[config.mk]
export PLATFORM = sky130hd
export DESIGN_NAME = i2c_axi_target
export DESIGN_NICKNAME = d
export VERILOG_FILES = /design/src/rtl/i2c_axi_target.sv
export SDC_FILE = /design/constraint.sdc
export NUM_CORES = 1
export LEC_CHECK = 0
export ABC_AREA = 1
export CORE_ASPECT_RATIO = 0.8
export CORE_MARGIN = 5
export CORE_UTILIZATION = 40
export DETAILED_ROUTE_END_ITERATION = 10
export PLACE_DENSITY = 0.68
export SYNTH_ARGS = -nofsm -noshare
export SYNTH_HDL_FRONTEND = slang
export SYNTH_SLANG_ARGS = --single-unit
[constraint.sdc]
create_clock -name axi_clk -period 1.64 [get_ports axi_clk]
set_input_delay 0.328 -clock axi_clk [delete_from_list [all_inputs] [get_ports axi_clk]]
set_output_delay 0.328 -clock axi_clk [all_outputs]
set_load 0.02 [all_outputs]
[src/rtl/i2c_axi_target.sv]
// I2C target that turns register writes/reads into AXI-lite transactions.
// SCL/SDA are oversampled on axi_clk; a 16-bit register address precedes 32-bit data.
`timescale 1ns/1ps
module i2c_axi_target #(
  parameter logic [6:0] DEV_ADDR    = 7'h2A,
  parameter int         SYNC_STAGES = 2
) (
  input  logic        axi_clk,
  input  logic        axi_rstn,
  input  logic        scl_i,
  input  logic        sda_i,
  output logic        sda_oe,
  output logic [15:0] awaddr,
  output logic        awvalid,
  input  logic        awready,
  output logic [31:0] wdata,
  output logic        wvalid,
  input  logic        wready,
  output logic [15:0] araddr,
  output logic        arvalid,
  input  logic        arready,
  input  logic [31:0] rdata,
  input  logic        rvalid,
  output logic        rready,
  output logic        rd_timeout,
  output logic        busy
);

  typedef enum logic [3:0] {
    IDLE, DEV, DEV_ACK, AHI, AHI_ACK, ALO, ALO_ACK,
    WDAT, WDAT_ACK, RDAT, RDAT_ACK, WAIT_STOP
  } state_e;

  logic [SYNC_STAGES-1:0] scl_sync_q, sda_sync_q;
  logic scl_prev_q, sda_prev_q;
  logic scl_s, sda_s, scl_rise_s, scl_fall_s, start_s, stop_s, axi_idle_s;

  state_e      state_q, state_d;
  logic [3:0]  cnt_q, cnt_d;
  logic [2:0]  byte_q, byte_d;
  logic [7:0]  sh_q, sh_d, addr_hi_q, addr_hi_d;
  logic        rw_q, rw_d, ack_q, ack_d;
  logic [15:0] reg_addr_q, reg_addr_d, req_addr_q, req_addr_d;
  logic [23:0] wbuf_q, wbuf_d;
  logic [31:0] req_data_q, req_data_d, rd_sh_q, rd_sh_d;
  logic        wr_req_q, wr_req_d, rd_req_q, rd_req_d;
  logic        rd_live_q, rd_live_d, rd_got_q, rd_got_d;
  logic        sda_oe_q, sda_oe_d, busy_q, busy_d, rd_timeout_q, rd_timeout_d;
  logic [15:0] awaddr_q, awaddr_d, araddr_q, araddr_d;
  logic [31:0] wdata_q, wdata_d;
  logic        awvalid_q, awvalid_d, wvalid_q, wvalid_d;
  logic        arvalid_q, arvalid_d, rready_q, rready_d;

  // Synchronize the bus lines and keep one previous sample for edge detection.
  always_ff @(posedge axi_clk or negedge axi_rstn) begin
    if (!axi_rstn) begin
      scl_sync_q <= '1;
      sda_sync_q <= '1;
      scl_prev_q <= 1'b1;
      sda_prev_q <= 1'b1;
    end else begin
      scl_sync_q <= {scl_sync_q[SYNC_STAGES-2:0], scl_i};
      sda_sync_q <= {sda_sync_q[SYNC_STAGES-2:0], sda_i};
      scl_prev_q <= scl_s;
      sda_prev_q <= sda_s;
    end
  end

  assign scl_s      = scl_sync_q[SYNC_STAGES-1];
  assign sda_s      = sda_sync_q[SYNC_STAGES-1];
  assign scl_rise_s = scl_s & ~scl_prev_q;
  assign scl_fall_s = ~scl_s & scl_prev_q;
  assign start_s    = scl_s & scl_prev_q & sda_prev_q & ~sda_s;
  assign stop_s     = scl_s & scl_prev_q & ~sda_prev_q & sda_s;
  assign axi_idle_s = ~(awvalid_q | wvalid_q | arvalid_q | rready_q);

  // Next-state logic for the bus FSM and the AXI request/response side.
  always_comb begin
    state_d = state_q;      cnt_d = cnt_q;          byte_d = byte_q;
    sh_d = sh_q;            rw_d = rw_q;            ack_d = ack_q;
    addr_hi_d = addr_hi_q;  reg_addr_d = reg_addr_q; wbuf_d = wbuf_q;
    req_addr_d = req_addr_q; req_data_d = req_data_q;
    wr_req_d = wr_req_q;    rd_req_d = rd_req_q;    rd_live_d = rd_live_q;
    rd_got_d = rd_got_q;    rd_sh_d = rd_sh_q;
    sda_oe_d = sda_oe_q;    busy_d = busy_q;        rd_timeout_d = 1'b0;
    awaddr_d = awaddr_q;    wdata_d = wdata_q;      araddr_d = araddr_q;
    awvalid_d = awvalid_q & ~awready;
    wvalid_d  = wvalid_q & ~wready;
    arvalid_d = arvalid_q & ~arready;
    rready_d  = rready_q & ~rvalid;

    // Late read data (after the timeout substitution) completes the handshake but is dropped.
    if (rready_q && rvalid && rd_live_q) begin
      rd_sh_d  = rdata;
      rd_got_d = 1'b1;
    end else begin
      rd_got_d = rd_got_q;
    end

    if (axi_idle_s && wr_req_q) begin
      awaddr_d  = req_addr_q;
      wdata_d   = req_data_q;
      awvalid_d = 1'b1;
      wvalid_d  = 1'b1;
      wr_req_d  = 1'b0;
    end else if (axi_idle_s && rd_req_q) begin
      araddr_d  = reg_addr_q;
      arvalid_d = 1'b1;
      rready_d  = 1'b1;
      rd_req_d  = 1'b0;
      rd_live_d = 1'b1;
    end else begin
      rd_req_d  = rd_req_q;
    end

    if (stop_s) begin
      state_d  = IDLE;
      sda_oe_d = 1'b0;
      busy_d   = 1'b0;
    end else if (start_s) begin
      state_d  = DEV;
      cnt_d    = 4'd0;
      sda_oe_d = 1'b0;
    end else begin
      case (state_q)
        DEV, AHI, ALO, WDAT: begin
          if (scl_rise_s && (cnt_q != 4'd8)) begin
            sh_d  = {sh_q[6:0], sda_s};
            cnt_d = cnt_q + 4'd1;
          end else if (scl_fall_s && (cnt_q == 4'd8)) begin
            cnt_d    = 4'd0;
            sda_oe_d = 1'b1;
            case (state_q)
              DEV: begin
                if (sh_q[7:1] == DEV_ADDR) begin
                  state_d = DEV_ACK;
                  rw_d    = sh_q[0];
                  busy_d  = 1'b1;
                end else begin
                  state_d  = WAIT_STOP;
                  sda_oe_d = 1'b0;
                end
              end
              AHI: begin
                addr_hi_d = sh_q;
                state_d   = AHI_ACK;
              end
              ALO: begin
                reg_addr_d = {addr_hi_q, sh_q};
                state_d    = ALO_ACK;
              end
              WDAT: begin
                if (byte_q == 3'd4) begin
                  state_d  = WAIT_STOP;
                  sda_oe_d = 1'b0;
                end else begin
                  byte_d  = byte_q + 3'd1;
                  wbuf_d  = {wbuf_q[15:0], sh_q};
                  state_d = WDAT_ACK;
                  if (byte_q == 3'd3) begin
                    wr_req_d   = 1'b1;
                    req_addr_d = reg_addr_q;
                    req_data_d = {wbuf_q, sh_q};
                  end else begin
                    wr_req_d   = wr_req_q;
                  end
                end
              end
              default: begin
                state_d  = IDLE;
                sda_oe_d = 1'b0;
              end
            endcase
          end else begin
            cnt_d = cnt_q;
          end
        end
        DEV_ACK: begin
          if (scl_rise_s && rw_q) begin
            rd_req_d = 1'b1;
            rd_got_d = 1'b0;
          end else if (scl_fall_s) begin
            byte_d = 3'd0;
            if (rw_q) begin
              rd_req_d  = 1'b0;
              rd_live_d = 1'b0;
              state_d   = RDAT;
              if (rd_got_q) begin
                sda_oe_d = ~rd_sh_q[31];
              end else begin
                rd_sh_d      = 32'hFFFF_FFFF;
                sda_oe_d     = 1'b0;
                rd_timeout_d = 1'b1;
              end
            end else begin
              sda_oe_d = 1'b0;
              state_d  = AHI;
            end
          end else begin
            state_d = DEV_ACK;
          end
        end
        AHI_ACK, ALO_ACK, WDAT_ACK: begin
          if (scl_fall_s) begin
            sda_oe_d = 1'b0;
            byte_d   = (state_q == ALO_ACK) ? 3'd0 : byte_q;
            state_d  = (state_q == AHI_ACK) ? ALO : WDAT;
          end else begin
            state_d = state_q;
          end
        end
        RDAT: begin
          if (scl_rise_s) begin
            cnt_d = cnt_q + 4'd1;
          end else if (scl_fall_s) begin
            rd_sh_d = {rd_sh_q[30:0], 1'b1};
            if (cnt_q == 4'd8) begin
              cnt_d    = 4'd0;
              byte_d   = byte_q + 3'd1;
              sda_oe_d = 1'b0;
              state_d  = RDAT_ACK;
            end else begin
              sda_oe_d = ~rd_sh_q[30];
            end
          end else begin
            cnt_d = cnt_q;
          end
        end
        RDAT_ACK: begin
          if (scl_rise_s) begin
            ack_d = ~sda_s;
          end else if (scl_fall_s) begin
            if (ack_q && (byte_q != 3'd4)) begin
              state_d  = RDAT;
              sda_oe_d = ~rd_sh_q[31];
            end else begin
              state_d  = WAIT_STOP;
            end
          end else begin
            ack_d = ack_q;
          end
        end
        IDLE, WAIT_STOP: begin
          state_d = state_q;
        end
        default: begin
          state_d  = IDLE;
          sda_oe_d = 1'b0;
        end
      endcase
    end
  end

  // State and output registers.
  always_ff @(posedge axi_clk or negedge axi_rstn) begin
    if (!axi_rstn) begin
      state_q <= IDLE;       cnt_q <= 4'd0;          byte_q <= 3'd0;
      sh_q <= 8'd0;          rw_q <= 1'b0;           ack_q <= 1'b0;
      addr_hi_q <= 8'd0;     reg_addr_q <= 16'd0;    wbuf_q <= 24'd0;
      req_addr_q <= 16'd0;   req_data_q <= 32'd0;
      wr_req_q <= 1'b0;      rd_req_q <= 1'b0;       rd_live_q <= 1'b0;
      rd_got_q <= 1'b0;      rd_sh_q <= 32'd0;
      sda_oe_q <= 1'b0;      busy_q <= 1'b0;         rd_timeout_q <= 1'b0;
      awaddr_q <= 16'd0;     wdata_q <= 32'd0;       araddr_q <= 16'd0;
      awvalid_q <= 1'b0;     wvalid_q <= 1'b0;
      arvalid_q <= 1'b0;     rready_q <= 1'b0;
    end else begin
      state_q <= state_d;    cnt_q <= cnt_d;         byte_q <= byte_d;
      sh_q <= sh_d;          rw_q <= rw_d;           ack_q <= ack_d;
      addr_hi_q <= addr_hi_d; reg_addr_q <= reg_addr_d; wbuf_q <= wbuf_d;
      req_addr_q <= req_addr_d; req_data_q <= req_data_d;
      wr_req_q <= wr_req_d;  rd_req_q <= rd_req_d;   rd_live_q <= rd_live_d;
      rd_got_q <= rd_got_d;  rd_sh_q <= rd_sh_d;
      sda_oe_q <= sda_oe_d;  busy_q <= busy_d;       rd_timeout_q <= rd_timeout_d;
      awaddr_q <= awaddr_d;  wdata_q <= wdata_d;     araddr_q <= araddr_d;
      awvalid_q <= awvalid_d; wvalid_q <= wvalid_d;
      arvalid_q <= arvalid_d; rready_q <= rready_d;
    end
  end

  assign sda_oe     = sda_oe_q;
  assign awaddr     = awaddr_q;
  assign awvalid    = awvalid_q;
  assign wdata      = wdata_q;
  assign wvalid     = wvalid_q;
  assign araddr     = araddr_q;
  assign arvalid    = arvalid_q;
  assign rready     = rready_q;
  assign rd_timeout = rd_timeout_q;
  assign busy       = busy_q;

endmodule

==> flow_metrics.tcl <==
set metrics [dict create \
    run_status "complete, but fails checks" \
    violated_checks "setup timing" \
    grt_use_met1_pct 24.5 \
    post_synth_mux_area_share_pct 0 \
    finClkSkew_ns 0.00657 \
    relSlewSlack_pct 73.4 \
    tns_ns -6.26 \
    timing.critical_path.fanout_max 9 \
    insertion_delay_ns 0.53 \
    number_of_setup_violations_in_the_final_report 125 \
    grt_most_used_layer "met2" \
    slew_violations 0 \
    numCtsBuffers 25 \
    clk_pin_slew_ns 0.06 \
    most_frequent_standard_cell_in_the_layout_excluding_fill_and_tap_cells "nand2_1" \
    grt_antenna_before_repair 0 \
    synth_seq_cells 230 \
    grtUsageTotal_pct 17.2 \
    postRouteWirelength_um 23600 \
    power-per-cell-area_nw_per_um2 1160 \
    setup_slack_ns -0.106 \
    row_count 51 \
    post-layout-total-power_mw 15.5 \
    critical_path_arrival_ns 2.18 \
    vdd.ir_drop.worst_mv 0.890 \
    synth_xor_xnor_area_share_pct 0.179 \
    number_of_antenna_repair_diodes 0 \
    drc 0 \
    die_area_um2 27700 \
    clock_path_buffers 3 \
    finalCritPeriodShare_pct 106 \
    layout-drive-gt1-share_pct 17.9 \
    remaining_global_route_overflow 0 \
    hold-worst-slack_ns 0.200 \
    fin_nets 1357 \
    area_growth_syn_to_fin_pct 36.3 \
    drt-pass1-iter-count 5 \
    max_clock_freq_ghz 0.573 \
    yosysUniqueCellTypes 33 \
    yosys_warnings 0 \
    numPortBuffers 110 \
    die_height_um 150 \
    hold_violations 0 \
    cts_tree "yes" \
    synth_area_in_compound_gates_pct 12.4 \
    synthesis.area_um2 9770 \
    vias_in_the_first_global_route 7788 \
    placeableCoreArea_um2 24200 \
    total_leakage_power_nw 6.67 \
    min-delay-path-class "in2reg" \
    grt_util_met2_pct 28.0 \
    detail-route-antenna-nets 0 \
    wl_per_cell_um 14.4 \
    routed-via-count 7891 \
    dr.first_iter.drc_count 599 \
    grt_setup_unrepaired "true" \
    worst-slew-pin-transition_ns 0.399 \
    timing.critical_path.from_type "flip-flop" \
    maximum_number_of_pins_on_one_net_before_global_route_repair 56 \
    floorplan.die.width_um 185 \
    initial_utilization_pct 40.4 \
    gp_congestion 0.853 \
    postSynthAreaPerCell_um2 8.82 \
    worstSetupPathType "reg2reg" \
    cap_violations 0 \
    ctsRootBufferMaster "clkbuf_16" \
    crit_path_end_kind "flip-flop" \
    grt_first_pass_wirelength_um 39300 \
    gr_layer_usage_met3_pct 2.84 \
    synth_seq_area_share_pct 59.0 \
    layout.cells.most_common_list "363 x nand2_1, 222 x dfrtp_1, 111 x inv_1" \
    cts.sinks 230 \
    vias_per_cell 4.80 \
    ioPinCount 111 \
    finalWorstPathRequiredPeriod_ns 1.75 \
    synthesis.instances 1107 \
    worstPathRequired_ns 2.07 \
    cts.htree.levels 1 \
    synth.net_count 1156 \
    dominant_combinational_cell_family_by_area_after_synthesis "simple AND/OR/NAND/NOR gates" \
    dp_hpwl_um 15700 \
    synth-simple-area-share_pct 20.1 \
    synthAdderAreaFrac_pct 1.15 \
]
[registers in the layout, summed over array words and instances, names as in the netlist, 3 cells and up]
register / count
cnt_q: 4
req_addr_q: 16
sh_q: 8
araddr: 16
addr_hi_q: 8
state_q: 4
wbuf_q: 24
req_data_q: 32
byte_q: 3
rd_sh_q: 32
reg_addr_q: 16
awaddr: 16
wdata: 32
[cell type report]
cell class,instances,area (um^2)
clock inverters,11,133
flip-flops and latches,230,5770
inverters,119,449
well taps,318,398
fillers,2192,10900
repair buffers,225,2260
clock buffers,33,686
multi-input cells,707,3620
[path summary, 6_finish.rpt]
path / slack, ns / depth (start not counted) / endpoint / startpoint
hold / removal: 0.20 / 1 / sda_sync_q[0] / sda_i
hold reg to reg: 0.35 / 0 / scl_sync_q[1] / scl_sync_q[0]
max in group asynchronous: 0.73 / 3 / scl_sync_q[0] / axi_rstn
setup reg to reg: -0.11 / 7 / rd_sh_q[13] / scl_prev_q
setup / recovery: -0.11 / 7 / rd_sh_q[13] / scl_prev_q
min in group asynchronous: 0.30 / 2 / araddr[1] / axi_rstn
[metal layers]
layer,vias to the layer above,wire (um)
li1,3958,-
met1,3746,11000
met2,153,11100
met3,34,1100
met4,0,435
met5,-,0
[what timing repair did]
| item | CTS | global route |
|---|---|---|
| setup buffers | 16 | 12 |
| setup endpoints to repair | 209 | 160 |
| cloned | 5 | 1 |
| pin swaps | 27 | 25 |
| hold buffers | 1 | 0 |
| gates resized for setup | 126 | 50 |
| hold endpoints to repair | 41 | 0 |
[cell families (layout without fill, tap and decap cells)]
logic type                 Yosys count  count (layout)
buffers and inverters              170             388
adders and majority gates            9               9
AOI/OAI and AO/OA                  209             209
xor gates and xnor gates             2               2
and+or+nand+nor                    487             487
DFF                                230             230
[synthesized netlist by cell type, drive strengths merged]
cell type | n | share of area, %
nand2 | 387 | 15
dfrtp | 224 | 57
o21ai | 130 | 6.7
inv | 119 | 4.6
o211ai | 62 | 4.9
nor2 | 61 | 2.5
clkbuf | 31 | 1.2
nand3 | 24 | 1.3
buf | 20 | 1.4
a21oi | 15 | 0.77
nand4 | 10 | 0.83
ha | 9 | 1.2
dfstp | 6 | 1.6
nor3 | 3 | 0.27
a22oi | 1 | 0.077
and2 | 1 | 0.064
nand3b | 1 | 0.077
o22ai | 1 | 0.064
xnor2 | 1 | 0.090
xor2 | 1 | 0.090
[per-stage QoR]
step / cells / area (um^2) / utilization, % / worst slack (ns)
after global placement: 1566 / 11900 / 49.3 / -0.196
after global routing: 1643 / 13300 / 55.0 / -0.238
after CTS: 1632 / 13100 / 54.1 / -0.108
after floorplan: 1107 / 9840 / - / -0.000738
final: 1643 / 13300 / 55.0 / -0.106
after detailed placement: 1566 / 11900 / 49.3 / -0.169
[power by group]
group,internal [mW],switching [mW],total [mW]
clock,3.28,2.29,5.57
combinational,1.54,2.02,3.56
sequential,6.15,0.206,6.36
[critical path, cell delays in order (launching register included)]
cell and delay, ns:
dfstp_2 0.60, ha_4 0.19, buf_4 0.12, nand2_4 0.06, nor2_4 0.15, nand4_4 0.19, buf_12 0.21, o211ai_1 0.13
Power figures use the tool's default switching activity.
